--- src/rtl/sfr_pkg.sv ---
// Shared definitions for the SFR bank: per-bit access policies and the
// address window and next-state helpers used by the decode and storage logic.
package sfr_pkg;

    typedef enum logic [1:0] {
        POL_RW  = 2'd0,
        POL_RO  = 2'd1,
        POL_W1C = 2'd2
    } sfr_policy_e;

    // Peripheral set always wins over a CPU clear or write on the same bit.
    function automatic logic sfr_next_bit(
        input sfr_policy_e policy,
        input logic        old,
        input logic        wdata,
        input logic        we,
        input logic        set
    );
        logic nxt;
        nxt = old;
        if (we) begin
            case (policy)
                POL_RW:  nxt = wdata;
                POL_W1C: nxt = old & ~wdata;
                default: nxt = old;
            endcase
        end
        return nxt | set;
    endfunction

    // Wide arithmetic so that BASE+DEPTH cannot wrap for a full address space.
    function automatic logic window_hit(
        input longint unsigned addr,
        input longint unsigned base,
        input longint unsigned depth
    );
        return (addr >= base) && (addr < base + depth);
    endfunction

endpackage

--- src/rtl/sfr_addr_decode.sv ---
// Address window decode for the SFR bank: hit flag, register index and
// one-hot select, shared by the read and write paths.
module sfr_addr_decode
    import sfr_pkg::*;
#(
    parameter int unsigned ADDR_W = 8,
    parameter int unsigned BASE   = 'h80,
    parameter int unsigned DEPTH  = 16,
    parameter int unsigned IDX_W  = (DEPTH > 1) ? $clog2(DEPTH) : 1
) (
    input  logic [ADDR_W-1:0] addr,
    output logic              hit,
    output logic [IDX_W-1:0]  idx,
    output logic [DEPTH-1:0]  sel
);

    logic [ADDR_W-1:0] offset;

    // The index is only narrowed after the full-width hit test.
    always_comb begin
        hit    = window_hit(64'(addr), 64'(BASE), 64'(DEPTH));
        offset = addr - ADDR_W'(BASE);
        idx    = offset[IDX_W-1:0];
        sel    = '0;
        for (int unsigned i = 0; i < DEPTH; i++) begin
            sel[i] = hit && (offset == ADDR_W'(i));
        end
    end

endmodule

--- src/rtl/sfr_bank.sv ---
// Parametrised SFR bank on the DW8051 SFR bus: per-bit RW/RO/W1C policy,
// peripheral status-set merge, registered read path and access strobes.
module sfr_bank
    import sfr_pkg::*;
#(
    parameter int unsigned               DATA_W    = 8,
    parameter int unsigned               ADDR_W    = 8,
    parameter int unsigned               BASE      = 'h80,
    parameter int unsigned               DEPTH     = 16,
    parameter logic [DEPTH*DATA_W-1:0]   RESET_VAL = '0,
    parameter logic [DEPTH*DATA_W-1:0]   RO_MASK   = '0,
    parameter logic [DEPTH*DATA_W-1:0]   W1C_MASK  = '0
) (
    input  logic                      clk,
    input  logic                      rst,
    input  logic [ADDR_W-1:0]         addr,
    input  logic [DATA_W-1:0]         data_out,
    output logic [DATA_W-1:0]         data_in,
    input  logic                      wr_n,
    input  logic                      rd_n,
    output logic                      rd_valid,
    input  logic [DEPTH*DATA_W-1:0]   hw_set,
    output logic [DEPTH*DATA_W-1:0]   regs_q,
    output logic [DEPTH-1:0]          wr_strb,
    output logic [DEPTH-1:0]          rd_strb
);

    localparam int unsigned IDX_W = (DEPTH > 1) ? $clog2(DEPTH) : 1;

    logic                    hit;
    logic [IDX_W-1:0]        idx;
    logic [DEPTH-1:0]        sel;
    logic [DEPTH-1:0]        we_sel;
    logic [DEPTH*DATA_W-1:0] regs;
    logic [DEPTH*DATA_W-1:0] regs_next;
    logic [DATA_W-1:0]       reg_arr [DEPTH];

    sfr_addr_decode #(
        .ADDR_W (ADDR_W),
        .BASE   (BASE),
        .DEPTH  (DEPTH),
        .IDX_W  (IDX_W)
    ) u_decode (
        .addr   (addr),
        .hit    (hit),
        .idx    (idx),
        .sel    (sel)
    );

    assign we_sel = wr_n ? '0 : sel;
    assign regs_q = regs;

    // Policy is resolved per bit at elaboration; RO masks out W1C.
    for (genvar r = 0; r < DEPTH; r++) begin : g_reg
        assign reg_arr[r] = regs[r*DATA_W +: DATA_W];
        for (genvar b = 0; b < DATA_W; b++) begin : g_bit
            localparam int unsigned K   = r*DATA_W + b;
            localparam sfr_policy_e POL = RO_MASK[K]  ? POL_RO  :
                                          W1C_MASK[K] ? POL_W1C : POL_RW;
            assign regs_next[K] = sfr_next_bit(POL, regs[K], data_out[b],
                                               we_sel[r], hw_set[K]);
        end
    end

    always_ff @(posedge clk) begin
        if (rst) begin
            regs     <= RESET_VAL;
            data_in  <= '0;
            rd_valid <= 1'b0;
            wr_strb  <= '0;
            rd_strb  <= '0;
        end else begin
            regs     <= regs_next;
            wr_strb  <= we_sel;
            rd_strb  <= rd_n ? '0 : sel;
            rd_valid <= 1'b0;
            if (!rd_n) begin
                if (hit) begin
                    data_in  <= reg_arr[idx];
                    rd_valid <= 1'b1;
                end else begin
                    data_in  <= '0;
                end
            end
        end
    end

endmodule

--- config.mk ---
export PLATFORM = sky130hd
export DESIGN_NAME = sfr_bank
export DESIGN_NICKNAME = d
export VERILOG_FILES = /design/src/rtl/sfr_pkg.sv /design/src/rtl/sfr_addr_decode.sv /design/src/rtl/sfr_bank.sv
export SDC_FILE = /design/constraint.sdc
export NUM_CORES = 1
export LEC_CHECK = 0
export BUFFER_PORTS_ARGS = -buffer_cell sky130_fd_sc_hd__buf_2
export CAP_MARGIN = 10
export CELL_PAD_IN_SITES_DETAIL_PLACEMENT = 2
export CELL_PAD_IN_SITES_GLOBAL_PLACEMENT = 2
export CORE_ASPECT_RATIO = 0.6
export CORE_MARGIN = 5
export CORE_UTILIZATION = 28
export CTS_CLUSTER_SIZE = 28
export DETAILED_ROUTE_END_ITERATION = 6
export PLACE_DENSITY_LB_ADDON = 0.1
export SETUP_SLACK_MARGIN = 0.5
export SLEW_MARGIN = 30
export SYNTH_ARGS = -nofsm -noshare
export SYNTH_HDL_FRONTEND = slang
export SYNTH_SLANG_ARGS = --single-unit
--- constraint.sdc ---
create_clock -name clk -period 2.65 [get_ports clk]
set_input_delay 0.265 -clock clk [delete_from_list [all_inputs] [get_ports clk]]
set_output_delay 0.265 -clock clk [all_outputs]
set_load 0.01 [all_outputs]
* After elaboration in Yosys (flattened, before gate mapping) *
Cells that the tools add are included.

cells by class
  add/subtract/negate cells = 1
  $lt $le $gt $ge = 3
  equality and inequality tests = 15
  muxes and demuxes = 134
  bitwise logic cells = 129
  reduce and logical (&&, ||, !) cells = 19

operators with widths
  kind                                                                   count
  1-bit 2-to-1 mux                                                       129
  1-bit bitwise OR                                                       128
  8-bit by 4-bit equality test with 1-bit output, second input constant  8
  8-bit binary-select mux with 4-bit select                              1
  8-bit by 3-bit equality test with 1-bit output, second input constant  4
  8-bit 2-to-1 mux                                                       3
  1-bit logical AND                                                      17
  8-bit by 2-bit equality test with 1-bit output, second input constant  2
  16-bit 2-to-1 mux                                                      1
  8-bit by 1-bit equality test with 1-bit output, second input constant  1
  8-bit greater-or-equal comparator, second input constant               1
  8-bit logical NOT                                                      1
  8-bit < comparator, second input constant                              1
  8-bit subtractor, second input constant                                1
  5-bit greater-or-equal comparator, second input constant               1
  4-bit NOT with 5-bit output                                            1
  2-bit OR reduction                                                     1

word-level totals
  bits in registers = 169
  bits of input ports = 148
  word-level logic and storage cells = 306

* Logic depth before layout (Yosys ltp) *
Gate-level depths: netlist (run 1).

  depth in word-level cells = 6
  depth in mapped cells = 7
  gate-level depth less buffers = 4

* Cells and area by module *
From an unflattened synthesis (run 1), not the netlist that was laid out.

unflattened totals
  cell total of the unflattened synthesis = 777
  area, all modules = 7487.2 sq um

modules (own cells, without submodules)
  module           times used  cells an instance  area each (sq um)  sequential area each (sq um)
  sfr_bank         1           746                7290.7             3383.2
  sfr_addr_decode  1           31                 196.4              0.0

* Least setup slack after synthesis (run 1) *
No wires, ideal clock.

  path type = input to register
  start = in addr[0]
  end = reg data_in[3]
  arrival = 1915 ps
  data required time = 2524 ps
  slack = 609 ps
  stages on the path = 6
  cell sequence = buf_2 -> buf_2 -> mux4_2 -> mux2_2 -> a22oi_1 -> o21ai_0

between the ends
  cells in the longest elaborated chain, start to end = 6

ends and longest elaborated chain
  what                                                  RTL line               source
  from (decl)                                           sfr_bank.sv:16         input logic [ADDR_W-1:0] addr,
  8-bit subtractor                                      sfr_addr_decode.sv:22  offset = addr - ADDR_W'(BASE);
  4-bit NOT with 5-bit output (not written as such)     sfr_bank.sv:79         data_in <= reg_arr[idx];
  8-bit binary-select mux with 4-bit select             sfr_bank.sv:79
  8-bit 2-to-1 mux (not written as such) (2 in series)  sfr_bank.sv:79
  8-bit 2-to-1 mux *                                    sfr_bank.sv:78         if (hit) begin
  to (signal assigned)                                  sfr_bank.sv:79
  to (decl)                                             sfr_bank.sv:18         output logic [DATA_W-1:0] data_in,

Every way passes the cells marked *; elsewhere a longest branch is shown, timed or not. The select of a mux whose other input is x is not followed.
A chain may end at the register's enable or synchronous reset.

* Worst setup path after layout (run 1) *
  start = in addr[6]
  end = reg regs[125] (netlist: regs_q[125])

between the ends
  cells in the longest elaborated chain, start to end = 6

ends and longest elaborated chain
  what                                                                                 RTL line                              source
  8-bit subtractor, or another cell as far along                                       sfr_addr_decode.sv:22
  8-bit by 4-bit equality test with 1-bit output or 1-bit logical AND (tied branches)  sfr_addr_decode.sv:26, sfr_pkg.sv:37
  1-bit logical AND *                                                                  sfr_addr_decode.sv:26                 sel[i] = hit && (offset == ADDR_W'(i));
  16-bit 2-to-1 mux *                                                                  sfr_bank.sv:50                        assign we_sel = wr_n ? '0 : sel;
  1-bit 2-to-1 mux *                                                                   sfr_pkg.sv:21                         if (we) begin
  1-bit bitwise OR *                                                                   sfr_pkg.sv:28                         return nxt | set;
  to (signal assigned)                                                                 sfr_bank.sv:73                        regs <= regs_next;
  to (decl)                                                                            sfr_bank.sv:34                        logic [DEPTH*DATA_W-1:0] regs;

Every way passes the cells marked *; elsewhere a longest branch is shown, timed or not.

==> metrics.txt, run 1 <==
Pre-antenna DRT Iters 4; mapped cell area 7800 µm²; # IOs about 320; setup violators final 0; Critical Path End regs_q[125]$_SDFF_PP0_; clk_skew 0.00924 ns; reg2reg setup slack 0.85 ns; critical path launch point type primary input; run status finished, final reports clean; Clk Latency, worst-skew pair 0.45 ns; Adder-Cell Fraction of Synth Area 0%; simple-gate area share of the yosys netlist 23.0%; Placed Cells between 1000 and 1500; max_slew headroom between 30% and 40%; Antenna Nets Post-Route 0; Worst VDD drop 0.308 mV; routed via count 7544; # fillers roughly 3100; XOR/XNOR Fraction of Synth Area 0%; most frequent cells after synthesis dfxtp_1, nor2_1, nor3_1, a211oi_1, a211oi_2; R2R cell count 4; clock-pin slew on the worst setup and hold paths 0.07 ns; Max Freq 515 MHz; synthesized area per cell 9.93 µm²; reg2reg end data_in[2]$_SDFFE_PP0N_; synthesis warning total 0; nets 1231; ys async rst share 0%; synth unique cells 37; clk sinks 169; post-CTS setup buffer count 0; number of DRC markers in iteration 0 between 300 and 400; Compound-Gate Fraction of Synth Area 18.2%; Leakage Power 0.00430 µW; Non-Filler Instances 1464; DR vias/cell between 5 and 6; I/O Buffers 316; initial antenna violation count 5; CTS tree done; Die ar. about 31000 µm²; Area Overhead vs Synth 31.3%; residual DRC count 0; RSZ-0062 raised after global routing no; Initial Util 28.4%; H-tree Lvls 4; Seq/Total Area, Yosys between 40% and 50%; worst path required time between 2 and 3 ns; share of cells above drive strength 1 44.6%; worst slew pin tran 0.961 ns; CP Launch Point addr[6]; maximum buffer depth of the clock tree 2; number of buffers created by CTS 17; Die Ht about 140 µm; WL final roughly 35000 µm; Resize count post-CTS 0; pwr/cell area around 630 nW/µm²; final hold vios 0; area occupied by multi-input gates roughly 4000 µm²; Final Power 6470 µW; register area 3380 µm²; GRT Util Overall 22.2%; Post-synth EDFFs 0; Final period util between 70% and 80%; cts hold-fix bufs 0; Core ar. 27500 µm²; crit path capture type register; Cells after Synth 786; mux cell area share after synthesis 9.40%; critical path class in2reg; final critical-path required period 1.94 ns; Core Rows 47; GP Congestion 0.766; DR WL/cell 24.1 µm; Seq cells post-synth 169; Post-synth top flop dfxtp_1; critical path fanouts, max 18; Synth area leader dfxtp_1; Die X approximately 230 µm; first-pass GRT wire length 52600 µm; Placement Setup Slack 0.277 ns; top cell type's share of synthesized area between 40% and 50%; largest family of logic cells by synthesized area simple AND/OR/NAND/NOR gates; hold crit path type in2reg; final setup margin 0.708 ns; most frequent cell after synthesis dfxtp_1; Reg2Reg Launch Point regs_q[58]$_SDFF_PP0_; Final HPWL DP roughly 27000 µm; synth top area cells dfxtp_1, nor3_1, a211oi_1; max_cap viols 0; max-slew violations 0; TNS Setup 0 ns; Root Buffer clkbuf_16; largest net degree at the start of global routing 65; GRT Residual Overflow 0; critical path arrival 2.23 ns; vias in the first global route 8005; syn_nets 934
## flip-flops by register name, summed over array words and instances, names as in the netlist
name,cells
regs_q,128
rd_strb,16
wr_strb,16
data_in,8
rd_valid,1
## critical path: stages
cell and delay [ns]:
buf_2 0.11, or4b_4 0.75, or4_1 0.54, buf_4 0.23
nor3_1 0.23, a211oi_2 0.08
## routing by layer
metal  up-vias  routed length, µm  global-route usage, %
met5         -                 57                      0
met2       159              16100                   34.5
met4         8                358                   4.33
met3        30               1470                   5.28
met1      3822              17300                   31.7
li1       3525                  -                      -
## metrics by stage
stage          area (µm²)  hold WS, ns  util [%]
6_report            10200        0.102      37.2
5_1_grt             10200       0.0877      37.2
4_1_cts             10200       0.0729      37.2
3_5_place_dp         9640        0.479      35.0
3_3_place_gp         9640        0.465      35.0
2_1_floorplan        7800        0.394         -
## logic make-up after synthesis
kind of cell,count (synthesis)
AO/OA/AOI/OAI,160
buffers and inverters,72
flip-flops,169
multiplexers,42
AND/OR/NAND/NOR,343
## how the worst min path moves through the flow
| stage | start | endpoint | slack [ns] | cells after the start |
|---|---|---|---|---|
| 3_5_place_dp | data_in[6]$_SDFFE_PP0N_ | data_in[6]$_SDFFE_PP0N_ | 0.48 | 1 |
| 5_1_grt | rd_n | rd_valid$_SDFF_PP0_ | 0.09 | 2 |
| 6_report | rd_n | rd_valid$_SDFF_PP0_ | 0.10 | 2 |
| 2_1_floorplan | rd_n | rd_valid$_SDFF_PP0_ | 0.39 | 1 |
| 4_1_cts | rd_n | rd_valid$_SDFF_PP0_ | 0.07 | 2 |
| 3_3_place_gp | data_in[4]$_SDFFE_PP0N_ | data_in[4]$_SDFFE_PP0N_ | 0.47 | 1 |
## power by group
| group | total (µW) | internal [µW] | switching, µW |
|---|---|---|---|
| combinational | 1000 | 424 | 580 |
| sequential | 2810 | 2680 | 128 |
| clock | 2660 | 1430 | 1230 |
## cell usage in the layout (no fill, tap or decap), types with 4 or more instances in the layout
cell	Yosys	routed
a211oi_1	84	84
a211oi_2	48	48
a21oi_1	4	4
a22o_1	4	4
buf_2	14	313
buf_4	1	32
clkbuf_16	0	17
dfxtp_1	169	169
inv_6	0	7
mux2_2	10	10
mux2i_1	8	8
mux4_2	24	24
nand2_1	7	7
nand3_1	4	4
nor2_1	161	161
nor2b_1	6	6
nor3_1	127	127
nor3_2	8	8
nor4_4	12	12
o21ai_0	6	6
o22ai_1	8	8
or4_1	4	4
## cell type report
| type | count | area share (%) |
|---|---|---|
| Sequential cell | 169 | 33.0 |
| Multi-Input combinational cell | 545 | 38.5 |
| Clock buffer | 17 | 4.15 |
| Clock inverter | 15 | 1.75 |
| Timing Repair Buffer | 347 | 17.9 |
| Inverter | 3 | 0.110 |
| Antenna cell | 1 | 0.0244 |
| Tap cell | 367 | 4.48 |
Power figures use the tool's default switching activity.
==> inputs of run 2 (changes only) <==
- clock period: 2.65 -> 1.9 ns (I/O delays scaled with it)
==> run 2 against run 1 <==
Final cell count is 8.5% higher. Cell area is 26% higher. Clock skew down 0.0012 ns. Clock power up 33%. Sequential power grew 40%. Global-route usage is 3.2 points higher. Critical path depth is the same. Via count increased by 11%. Critical path type unchanged.
==> metrics.txt, run 2 (synthesized netlist as in run 1, its figures left out) <==
run status finished, final reports clean; Crit-path slowest cell or4b_4; area occupied by multi-input gates 5020 µm² (+27%); reg2reg end data_in[2]$_SDFFE_PP0N_; Final HPWL DP 28400 µm (+4.6%); reg2reg setup slack 0.30 ns (-0.55 ns); Logic pwr share 19.5% (+4.0 points); Area Overhead vs Synth 64.8%; GR Layer Usage met1 35.7% (+4.0 points); first-pass GRT wire length 59700 µm (+13%); Antenna Nets Post-Route 0 (unchanged); DR vias/cell 5.28 (+2.4%); critical path arrival 1.98 ns (-0.25 ns); Critical Path End regs_q[122]$_SDFF_PP0_; # IOs 317 (unchanged); most frequent cells in the layout buf_2, nor2_1, dfxtp_1, a211oi_2, buf_4; Leakage Power 0.00535 µW (+25%); Post-DP Area 10500 µm² (+9.1%); Pint 6480 µW (+43%); clk_skew 0.00800 ns (-0.00124 ns); clock power share 38.1% (-3.0 points); H-tree Lvls 4 (unchanged); Clk Latency, worst-skew pair 0.45 ns (about the same); register area 3440 µm² (+1.6%); number of DRC markers in iteration 0 424 (+36%); Initial Util 28.4% (unchanged); final critical-path required period 1.62 ns; M2 GR Usage 40.4% (+5.9 points); number of buffers created by CTS 17 (unchanged); setup violators final 0 (unchanged); GRT Residual Overflow 0 (unchanged); DR WL/cell 26.6 µm (+10%); hold crit path type in2reg; critical path fanouts, max 6 (-12); Largest stage delay, worst path 0.63 ns (-0.12 ns); pwr/cell area 724 nW/µm² (+15%); WL final 42200 µm (+20%); vias in the first global route 9040 (+13%); Final period util 85.1%; M3 GR Usage 5.54% (+0.25 points); max_cap viols 0 (unchanged); Cell Chain, Critical Path buf_8 > or4b_4 > or4_4 > buf_12 > buf_6 > a211oi_2; Worst VDD drop 0.464 mV (+51%); # fillers 2842 (-8.1%); Sequential Power Share 42.3% (-1.1 points); cts hold-fix bufs 0 (unchanged); Pre-antenna DRT Iters 4 (unchanged); share of cells above drive strength 1 66.1% (+22 points); worst hold slack 0.0495 ns (-0.0526 ns); largest net degree at the start of global routing 77 (+18%); GP Congestion 0.781 (+2.0%); commonest non-fill, non-tap cell in the layout buf_2; R2R cell count 5 (+1); Sw Ratio 30.4% (+0.50 points); busiest layer in global routing met2; worst path required time 2.26 ns (-0.68 ns); max_slew headroom 52.0% (+16 points); routed via count 8377 (+11%); Root Buffer clkbuf_16; CTS tree done; I/O Buffers 316 (unchanged); max-slew violations 0 (unchanged); initial antenna violation count 2 (-3); Die ar. 31400 µm² (unchanged); Reg2Reg Launch Point regs_q[10]$_SDFF_PP0_; worst slew pin tran 0.718 ns (-0.243 ns); critical path class in2reg; CP Launch Point addr[4]; crit path capture type register; Finished Cell Area 12900 µm² (+26%); maximum buffer depth of the clock tree 2 (unchanged); clk sinks 169 (unchanged); residual DRC count 0 (unchanged); switching power 2830 µW (+46%); GRT Util Overall 25.3% (+3.2 points); final hold vios 0 (unchanged); max reg flops 128 (unchanged); Core Rows 47 (unchanged); Die Ht 139 µm (unchanged); min-delay src hw_set[7]; Core ar. 27500 µm² (unchanged); Max Freq 618 MHz; RSZ-0062 raised after global routing yes; clock-pin slew on the worst setup and hold paths 0.07 ns (about the same); nets 1354 (+10%); Die X 226 µm (unchanged); critical path launch point type primary input
## run 2: power by group through the flow
stage | Clock, µW | Sequential (µW) | Combinational, µW
floorplan | 0 | 4040 | 744
global placement | 0 | 4010 | 1540
detailed placement | 0 | 4010 | 1570
CTS | 3630 | 3930 | 1700
global route | 3760 | 3970 | 1930
finish | 3550 | 3940 | 1820
## run 2: per-stage QoR
step | setup slack (ns) | total power [µW] | util (%) | cells | setup TNS (ns)
finish | 0.282 | 9310 | 46.7 | 1588 | 0
global route | 0.254 | 9660 | 46.7 | 1587 | 0
CTS | 0.322 | 9250 | 44.1 | 1557 | 0
detailed placement | -0.205 | 5580 | 38.2 | 1452 | -10.65
global placement | -0.139 | 5540 | 38.2 | 1452 | -6.81
floorplan | -0.0319 | 4790 | - | 786 | -0.144
## run 2: timing repair
item / 4_1_cts / 5_1_grt
pin swaps: 29 / 44
setup buffers: 64 / 27
gates resized for setup: 90 / 93
endpoints found under the setup margin: 131 / 127
gates cloned: 9 / 2
## run 2: final cells by class
class	instances	share of cell area [%]
Inverter	3	0.117
Clock inverter	12	0.885
Multi-Input combinational cell	548	39.1
Sequential cell	169	26.7
Clock buffer	20	3.63
Tap cell	367	3.57
Antenna cell	2	0.0389
Timing Repair Buffer	467	26.0
## run 2: how the worst min path moves through the flow
stage / cells past startpoint / slack (ns) / end
floorplan: 1 / 0.32 / rd_valid$_SDFF_PP0_
global placement: 1 / 0.47 / data_in[2]$_SDFFE_PP0N_
detailed placement: 1 / 0.48 / data_in[2]$_SDFFE_PP0N_
CTS: 3 / 0.03 / regs_q[67]$_SDFF_PP0_
global route: 3 / 0.05 / regs_q[87]$_SDFF_PP0_
finish: 3 / 0.05 / regs_q[7]$_SDFF_PP0_
## run 2: layer usage
metal  part of all wire [%]  up-vias
met3                    5.4       32
li1                       -     3785
met2                     46      230
met5                  0.026        -
met1                     47     4328
met4                    1.2        2
## run 2: worst max-delay path, delay by kind of cell
family	cells	cell delay, ns
compound gates	1	0.20
simple gates	2	1.19
buf+inv	3	0.38
==> inputs of run 3 (changes only) <==
- CORE_ASPECT_RATIO: 0.6 -> not set
==> run 3 against run 2 <==
Maximum frequency down 2.9%. Clock power up 4%. Global-route usage down 0.28 points. Critical endpoint is now regs_q[97]$_SDFF_PP0_. Power up 2.3%. Core utilization up 2.2 points. Largest cell class unchanged. Largest power group unchanged.
==> metrics.txt, run 3 (synthesized netlist as in run 1, its figures left out) <==
run status finished, final reports clean; max_cap viols 0 (unchanged); max_slew headroom 45.2% (-6.9 points); routed via count 8349 (-0.33%); Post-DP Area 10500 µm² (-0.56%); # fillers 2877 (+1.2%); CP Launch Point addr[4]; max-slew violations 0 (unchanged); Sw Ratio 31.8% (+1.4 points); TNS Setup 0 ns (unchanged); Max Freq 600 MHz (-2.9%); H-tree Lvls 4 (unchanged); largest net degree at the start of global routing 66 (-14%); switching power 3030 µW (+7.1%); Initial Util 28.2% (-0.11 points); RSZ-0062 raised after global routing yes; Placed Cells 1455 (+0.21%); final hold vios 0 (unchanged); Pre-antenna DRT Iters 4 (unchanged); # IOs 317 (unchanged); clk_skew 0.0186 ns (+0.0106 ns); share of cells above drive strength 1 70.2% (+4.1 points); critical path fanouts, max 8 (+2); clock power share 38.6% (+0.5 points); Worst VDD drop 0.567 mV (+22%); vias in the first global route 9198 (+1.7%); Final Power 9530 µW (+2.3%); Sequential Power Share 41.5% (-0.8 points); WL final 41500 µm (-1.8%); Placement Setup Slack -0.224 ns (-0.0189 ns); nets 1363 (+0.66%); Non-Filler Instances 1612 (+1.5%); final setup margin 0.234 ns (-0.0477 ns); max reg flops 128 (unchanged); Leakage Power 0.00553 µW (+3.2%); Finished Cell Area 13500 µm² (+5.1%); Final HPWL DP 26100 µm (-7.8%); cts hold-fix bufs 0 (unchanged); first-pass GRT wire length 58900 µm (-1.3%); Die ar. 31300 µm² (-0.35%); DR vias/cell 5.18 (-1.8%); final critical-path required period 1.67 ns (+0.0477 ns); maximum buffer depth of the clock tree 2 (unchanged); Die Ht 177 µm (+27%); commonest non-fill, non-tap cell in the layout buf_2; I/O Buffers 316 (unchanged); GRT Residual Overflow 0 (unchanged); GP Congestion 0.783 (+0.26%); worst slew pin tran 0.821 ns (+0.103 ns); min-delay src hw_set[100]; initial antenna violation count 10 (+8); pwr/cell area 705 nW/µm² (-2.6%); critical path arrival 2.02 ns (+0.04 ns); Core ar. 27600 µm² (+0.39%); Root Buffer clkbuf_16; worst path required time 2.25 ns (about the same); number of DRC markers in iteration 0 276 (-35%); clk sinks 169 (unchanged); Die X 177 µm (-22%); Area Overhead vs Synth 73.2%; Pint 6500 µW (+0.25%); Clk Latency, worst-skew pair 0.44 ns (about the same); clock-pin slew on the worst setup and hold paths 0.08 ns (about the same); most frequent cells in the layout buf_2, nor2_1, dfxtp_1, a211oi_2, buf_4; DR WL/cell 25.7 µm (-3.3%); Core Rows 61 (+30%); Logic pwr share 19.9% (+0.4 points); critical path launch point type primary input; crit path capture type register; hold crit path type in2reg; Reg2Reg Launch Point regs_q[12]$_SDFF_PP0_; Antenna Nets Post-Route 0 (unchanged); number of buffers created by CTS 17 (unchanged); setup violators final 0 (unchanged); GRT Util Overall 25.1% (-0.28 points); residual DRC count 0 (unchanged); Final period util 87.7% (+2.5 points); critical path class in2reg; CTS tree done
-- run 3: repair_timing --
item / 4_1_cts / 5_1_grt
gates resized for setup: 195 / 96
setup buffers: 65 / 38
endpoints found under the setup margin: 112 / 150
pin swaps: 85 / 71
gates cloned: 14 / 2
hold endpoints to repair: 0 / 0
-- run 3: cell type report --
type                    count  area [µm²]  area share, %
clock buffers              17         425           3.15
flip-flops and latches    169        3440           25.5
diodes                      6        15.0          0.111
repair buffers            474        3490           25.8
well taps                 378         473           3.50
inverters                   3        15.0          0.111
clock inverters            15         174           1.29
multi-input cells         550        5480           40.6
-- run 3: power by group through the flow --
stage	Combinational [µW]	Clock, µW	Sequential [µW]
finish	1890	3680	3960
global route	2010	3900	3980
global placement	1510	0	4000
detailed placement	1540	0	4000
CTS	1780	3780	3940
floorplan	744	0	4040
-- run 3: metal layers --
layer	track usage [%]	routed length, µm	up-vias
li1	-	-	3808
met1	32.2	17400	4259
met2	42.2	21000	238
met3	5.85	2340	36
met4	7.32	710	8
met5	0	68	-
-- run 3: final timing paths --
check	endpoint	slack, ns	cells past startpoint
setup / recovery	regs_q[97]$_SDFF_PP0_	0.23	10
hold / removal	regs_q[100]$_SDFF_PP0_	0.05	3
setup reg to reg	data_in[4]$_SDFFE_PP0N_	0.28	5
hold reg to reg	data_in[4]$_SDFFE_PP0N_	0.51	1
-- run 3: worst max-delay path, stage by stage --
cell,delay (ns)
buf_8,0.09
or4b_4,0.63
buf_8,0.17
buf_6,0.12
buf_6,0.11
nor4_4,0.13
buf_6,0.17
buf_12,0.16
nor3_4,0.04
a211oi_2,0.19
-- run 3: stage by stage --
stage	utilization [%]	hold slack (ns)
final	48.9	0.0480
after global routing	48.9	0.0442
after CTS	46.0	0.0198
after detailed placement	37.9	0.468
after global placement	37.9	0.464
after floorplan	-	0.319
